## config.mk

```make
export PLATFORM = sky130hd
export DESIGN_NAME = ibex_rf_wb_arbiter
export DESIGN_NICKNAME = d
export VERILOG_FILES = /design/src/rtl/ibex_rf_wb_arbiter.sv
export SDC_FILE = /design/constraint.sdc
export NUM_CORES = 1
export LEC_CHECK = 0
export CORE_MARGIN = 8
export CORE_UTILIZATION = 45
export CTS_BUF_LIST = sky130_fd_sc_hd__clkbuf_16
export DETAILED_ROUTE_END_ITERATION = 8
export PLACE_DENSITY = 0.72
export SETUP_SLACK_MARGIN = 0.1
export SLEW_MARGIN = 40
export SYNTH_ARGS = -nofsm -noshare
export SYNTH_HDL_FRONTEND = slang
export SYNTH_SLANG_ARGS = --single-unit
```

## constraint.sdc

```tcl
create_clock -name clk_i -period 3.7 [get_ports clk_i]
set_input_delay 0.74 -clock clk_i [delete_from_list [all_inputs] [get_ports clk_i]]
set_output_delay 0.74 -clock clk_i [all_outputs]
set_load 0.005 [all_outputs]
```

## src/rtl/ibex_rf_wb_arbiter.sv

```systemverilog
// Register-file writeback arbiter.
// Merges single-cycle EX results and load responses onto one register-file
// write port. EX results that lose arbitration wait in a small in-order
// buffer. A pending bitmap tracks the destination of the outstanding load so
// that the ID stage can be stalled on RAW/WAW hazards.
module ibex_rf_wb_arbiter #(
    parameter int unsigned DataWidth   = 32,
    parameter int unsigned WbFifoDepth = 2
) (
    input  logic                 clk_i,
    input  logic                 rst_ni,

    input  logic                 ex_we_i,
    input  logic [4:0]           ex_waddr_i,
    input  logic [DataWidth-1:0] ex_wdata_i,

    input  logic                 lsu_issue_i,
    input  logic [4:0]           lsu_rd_i,
    input  logic                 lsu_resp_valid_i,
    input  logic                 lsu_resp_err_i,
    input  logic [DataWidth-1:0] lsu_rdata_i,

    input  logic                 id_valid_i,
    input  logic [4:0]           id_raddr_a_i,
    input  logic                 id_ra_used_i,
    input  logic [4:0]           id_raddr_b_i,
    input  logic                 id_rb_used_i,
    input  logic [4:0]           id_waddr_i,
    input  logic                 id_we_i,

    output logic [4:0]           waddr_a_o,
    output logic [DataWidth-1:0] wdata_a_o,
    output logic                 we_a_o,
    output logic                 reg_stall_o,
    output logic                 lsu_busy_o
);

    localparam int unsigned PtrW = (WbFifoDepth > 1) ? $clog2(WbFifoDepth) : 1;
    localparam int unsigned CntW = $clog2(WbFifoDepth + 1);

    typedef struct packed {
        logic [4:0]           waddr;
        logic [DataWidth-1:0] wdata;
    } wb_entry_t;

    // Load tracking state.
    logic [31:0]            pending_q;
    logic [31:0]            pending_d;
    logic                   rec_valid_q;
    logic [4:0]             rec_rd_q;

    // EX writeback buffer: circular, with a valid bit per slot for the
    // hazard lookup.
    wb_entry_t              fifo_q [WbFifoDepth];
    logic [WbFifoDepth-1:0] fifo_vld_q;
    logic [PtrW-1:0]        rd_ptr_q;
    logic [PtrW-1:0]        wr_ptr_q;
    logic [CntW-1:0]        count_q;

    logic                   fifo_empty;
    logic                   fifo_full;
    logic                   lsu_done;
    logic                   lsu_wr;
    logic                   lsu_accept;
    logic                   ex_valid;
    logic                   ex_direct;
    logic                   fifo_pop;
    logic                   fifo_push;
    logic                   fifo_hit_a;
    logic                   fifo_hit_b;
    logic                   hit_a;
    logic                   hit_b;
    logic                   raw;
    logic                   waw;
    logic                   backpressure;

    assign fifo_empty = (count_q == '0);
    assign fifo_full  = (count_q == CntW'(WbFifoDepth));

    // A response only counts when a load is actually outstanding; a
    // response after reset or with no load in flight is ignored.
    assign lsu_done   = lsu_resp_valid_i & rec_valid_q;
    assign lsu_wr     = lsu_done & ~lsu_resp_err_i & (rec_rd_q != 5'd0);
    assign lsu_accept = lsu_issue_i & (~rec_valid_q | lsu_done);

    // EX writes to x0 are discarded entirely. Gating with rst_ni keeps the
    // write port quiet while reset is held.
    assign ex_valid   = rst_ni & ex_we_i & (ex_waddr_i != 5'd0);
    assign ex_direct  = ex_valid & ~lsu_wr & fifo_empty;
    assign fifo_pop   = ~fifo_empty & ~lsu_wr;
    // A push into a full buffer is dropped unless the head leaves this cycle.
    assign fifo_push  = ex_valid & ~ex_direct & (~fifo_full | fifo_pop);

    // Write-port mux: load response, then buffered EX, then direct EX.
    always_comb begin
        // NOTE: every output of a combinational block gets a default first so
        // that no path through the if/else chain leaves it unassigned (latch).
        we_a_o    = 1'b0;
        waddr_a_o = 5'd0;
        wdata_a_o = '0;
        if (lsu_wr) begin
            we_a_o    = 1'b1;
            waddr_a_o = rec_rd_q;
            wdata_a_o = lsu_rdata_i;
        end else if (fifo_pop) begin
            we_a_o    = 1'b1;
            waddr_a_o = fifo_q[rd_ptr_q].waddr;
            wdata_a_o = fifo_q[rd_ptr_q].wdata;
        end else if (ex_direct) begin
            we_a_o    = 1'b1;
            waddr_a_o = ex_waddr_i;
            wdata_a_o = ex_wdata_i;
        end
    end

    // Look up both ID read operands in the buffered EX writes.
    always_comb begin
        fifo_hit_a = 1'b0;
        fifo_hit_b = 1'b0;
        for (int i = 0; i < WbFifoDepth; i++) begin
            if (fifo_vld_q[i] && (fifo_q[i].waddr == id_raddr_a_i)) fifo_hit_a = 1'b1;
            if (fifo_vld_q[i] && (fifo_q[i].waddr == id_raddr_b_i)) fifo_hit_b = 1'b1;
        end
    end

    assign hit_a        = (id_raddr_a_i != 5'd0) & (pending_q[id_raddr_a_i] | fifo_hit_a);
    assign hit_b        = (id_raddr_b_i != 5'd0) & (pending_q[id_raddr_b_i] | fifo_hit_b);
    assign raw          = (id_ra_used_i & hit_a) | (id_rb_used_i & hit_b);
    assign waw          = id_we_i & pending_q[id_waddr_i];
    // Stall one entry early so the EX write already in flight still fits.
    assign backpressure = (count_q >= CntW'(WbFifoDepth - 1));
    assign reg_stall_o  = (id_valid_i & (raw | waw)) | backpressure;
    assign lsu_busy_o   = rec_valid_q;

    // Next pending bitmap: retire the completing load, then mark the new one,
    // so a retire and re-issue to the same register leaves the bit set.
    always_comb begin
        pending_d = pending_q;
        if (lsu_done) pending_d[rec_rd_q] = 1'b0;
        if (lsu_accept) pending_d[lsu_rd_i] = 1'b1;
        pending_d[0] = 1'b0;
    end

    // Outstanding-load record and pending bitmap.
    always_ff @(posedge clk_i or negedge rst_ni) begin
        // NOTE: state registers use non-blocking assignments so every flop
        // samples the pre-edge values, independent of statement order.
        if (!rst_ni) begin
            pending_q   <= '0;
            rec_valid_q <= 1'b0;
            rec_rd_q    <= 5'd0;
        end else begin
            pending_q <= pending_d;
            if (lsu_accept) begin
                rec_valid_q <= 1'b1;
                rec_rd_q    <= lsu_rd_i;
            end else if (lsu_done) begin
                rec_valid_q <= 1'b0;
            end
        end
    end

    // Buffer control: pointers, occupancy and per-slot valid bits.
    always_ff @(posedge clk_i or negedge rst_ni) begin
        if (!rst_ni) begin
            rd_ptr_q   <= '0;
            wr_ptr_q   <= '0;
            count_q    <= '0;
            fifo_vld_q <= '0;
        end else begin
            if (fifo_pop) begin
                fifo_vld_q[rd_ptr_q] <= 1'b0;
                rd_ptr_q <= (rd_ptr_q == PtrW'(WbFifoDepth - 1)) ? '0 : rd_ptr_q + PtrW'(1);
            end
            // Placed after the pop so a same-slot push/pop leaves the slot valid.
            if (fifo_push) begin
                fifo_vld_q[wr_ptr_q] <= 1'b1;
                wr_ptr_q <= (wr_ptr_q == PtrW'(WbFifoDepth - 1)) ? '0 : wr_ptr_q + PtrW'(1);
            end
            case ({fifo_push, fifo_pop})
                2'b10:   count_q <= count_q + CntW'(1);
                2'b01:   count_q <= count_q - CntW'(1);
                default: count_q <= count_q;
            endcase
        end
    end

    // Buffer payload storage.
    always_ff @(posedge clk_i) begin
        // NOTE: the payload array has no reset; the valid bits and counter
        // decide what is live, so stale contents are never observed.
        if (fifo_push) fifo_q[wr_ptr_q] <= '{waddr: ex_waddr_i, wdata: ex_wdata_i};
    end

endmodule

```

==> reports/metrics.yaml <==
power:
  power.static_leakage_nw: 3.53
  ir_drop_mv: 0.376
  p_per_area_nw_per_um2: 635
drt:
  vias_per_cell: 5.88
  post_drt_wl_per_cell_um: 20.6
  ant_nets: 0
  drt-total-wl_um: 18800
  route.detailed.drc: 0
  drt-initial-drc-count: 507
  vias: 5376
  drtPass1Iterations: 5
layout:
  stdcell_area_um2: 8840
  drive_gt1_share_pct: 15.3
  nFillCells: 1073
  multi_input_area_um2: 3000
  final_nets: 824
  seqCellArea_um2: 3300
  area_delta_synth_final_pct: 39.3
  fin_cells: 914
  antennaDiodeCount: 0
critical_path:
  path_cells: "clkdlybuf4s50_1, or3_4, o311a_4, buf_12, a31oi_1, a21oi_1, clkdlybuf4s50_1"
  critPathBufInv: 3
  critPathRequiredTime_ns: 2.96
  worst_path_max_delay_cell: "clkdlybuf4s50_1"
  critPathKind: "primary input to primary output"
  crit_path_frequent_cell: "clkdlybuf4s50_1"
  timing.critical_path.fanout_max: 19
  end_kind: "primary output"
  start_kind: "primary input"
  critical_path.max_stage_delay_ns: 0.45
  crit_arrival_ns: 2.84
  cpLargestDelayFamily: "buffers and inverters"
logic_synthesis:
  synth_top_area_cell: "edfxtp_1"
  ys_async_sr_fraction_pct: 36.8
  syn_area_um2: 6340
  synth_area_leaders: "edfxtp_1 35%, dfrtp_1 17%, mux2i_1 7.3%, mux4_2 6.0%, o21ai_0 5.1%"
  synth_top_area_share_pct: 35.0
  yosys_warnings: 0
  synth_cells: 571
  synth-edff-count: 74
  synth.distinct_cells: 46
  syn_area_per_cell_um2: 11.1
  synth-seq-area-share_pct: 52.0
  synth_nets: 674
  ys_ff_latch: 117
  synth_flop_cell: "edfxtp_1"
clock_network:
  root_buffer: "clkbuf_16"
  hold_buffers: 0
  clkTransAtPathRegs_ns: 0.05
  cts_inserted_buffers: 17
  cts_tree: "done"
  cts_setup_buffers: 0
  cts_num_sinks: 117
  clock_latency_ns: 0.41
  h-tree-depth: 4
  cts_buffer_depth: 2
sta:
  rsz0062_at_grt: "true"
  hold_ws_ns: 0.473
  fmax_mhz: 279
  hold_viol_final: 0
  skew_ns: 0.00797
  tightest_slew_ns: 0.649
  finalMaxSlewViolations: 0
  final.setup.worst_slack_ns: 0.120
  period_share_pct: 96.8
  finalSetupViolCount: 0
  min_period_ns: 3.58
  slew-limit-headroom_pct: 56.7
die:
  row_count: 43
  fp.dieW_um: 135
  start_util_pct: 45.9
  die_h_um: 135
  design.core.area_um2: 13800
  pin_count: 139
  die-area_um2: 18200
placement:
  placed_cells: 882
  port_buffers: 138
  dpl.hpwl_um: 13500
  finalWeightedCongestion: 0.845
  post-place-ws_ns: -0.301
  place_area_um2: 8120
global_route:
  overflow: 0
  grt.total_usage_pct: 20.7
  grt_pass1_wl_um: 29400
  antenna_found_initial: 0
  grt_max_degree: 78
  grt_pass1_vias: 5428
run_status:
  status: "complete, no violations"
min_path:
  hold_class: "flip-flop to flip-flop"
flow_run:
  cap_viol_max_count: 0
==> cells in the mapped netlist (4+ instances only) <==
cell type,number
or3_1,5
ha_1,4
xnor2_1,15
nand3_1,6
nand3b_1,8
mux2i_1,46
nand4_1,5
clkbuf_1,23
o21ai_0,65
xor2_1,9
mux4_2,17
buf_1,8
nor2b_1,4
a31oi_1,38
nand2_1,17
nor2_1,86
dfrtp_1,43
mux2_2,9
edfxtp_1,74
a21oi_1,45
buf_2,5
==> cell families (layout without fill, tap and decap cells) <==
kind of cell             Yosys count  count (layout)  synth area share, %
XOR/XNOR                          24              24                 3.31
flip-flops                       117             117                 52.0
AND/OR/NAND/NOR                  146             146                 10.5
multiplexers                      75              75                 16.1
adder cells (fa/ha/maj)            4               4                0.789
buffers and inverters             42             205                 2.88
AO/OA/AOI/OAI                    163             163                 14.4
==> layout by cell type (no fill, tap or decap), drive strengths merged, types with 33 or more instances in the layout <==
cell type | netlist | final
clkdlybuf4s50 | 0 | 98
a21oi | 45 | 45
edfxtp | 74 | 74
o21ai | 66 | 66
buf | 16 | 33
a31oi | 38 | 38
nor2 | 86 | 86
mux2i | 46 | 46
dfrtp | 43 | 43
==> power breakdown <==
group / internal, W / switching [W]
Clock: 0.00104 / 0.000552
Combinational: 0.00107 / 0.000981
Sequential: 0.00165 / 0.000315
==> worst reg2reg max path, delay by kind of cell, from the launching register on <==
family	cells	cell delay, ns
DFF	1	0.61
buffers and inverters	2	0.40
AOI/OAI and AO/OA	1	0.35
and+or+nand+nor	4	0.88
==> routing by layer <==
metal / up-vias / routed length [um] / global-route usage [%]
li1: 2482 / - / -
met1: 2637 / 7610 / 25.6
met2: 233 / 9420 / 33.1
met3: 24 / 1520 / 6.28
met4: 0 / 274 / 8.05
met5: - / 0 / 0
==> final timing paths <==
| path | from | to | slack [ns] | cells after the start |
|---|---|---|---|---|
| min in group asynchronous | rst_ni | pending_q[20] | 0.51 | 2 |
| setup / recovery | ex_waddr_i[3] | wdata_a_o[30] | 0.12 | 7 |
| max in group asynchronous | rst_ni | rd_ptr_q | 2.79 | 2 |
| setup reg to reg | rec_rd_q[3] | fifo_q[0][0] | 1.17 | 7 |
| hold reg to reg | count_q[0] | count_q[0] | 0.47 | 1 |
| hold / removal | count_q[0] | count_q[0] | 0.47 | 1 |
==> stage by stage <==
stage | total power (W) | TNS, ns | util, %
final | 0.00561 | 0 | 63.9
after CTS | 0.00563 | 0 | 63.2
after floorplan | 0.00303 | 0 | -
after global routing | 0.00590 | 0 | 63.9
after global placement | 0.00398 | -0.280 | 58.2
after detailed placement | 0.00404 | -0.313 | 58.7
==> timing repair <==
action	4_1_cts	5_1_grt
setup endpoints to repair	28	24
endpoints found under the hold margin	0	0
pin swaps	2	2
resized for setup	33	29
==> state kept, by name, summed over array words and instances (netlist names) <==
name and flops:
wr_ptr_q 1, rd_ptr_q 1, count_q 2, lsu_busy_o 1
fifo_vld_q 2, rec_rd_q 5, fifo_q 74, pending_q 31
==> area by class of cell <==
class / count / area share, %
clock buffer: 17 / 4.81
clock inverter: 15 / 1.69
inverter: 3 / 0.127
multi-input combinational: 412 / 33.9
sequential: 117 / 37.3
tap: 180 / 2.55
timing repair buffer: 170 / 19.6
(Power assumes the default switching activity.)
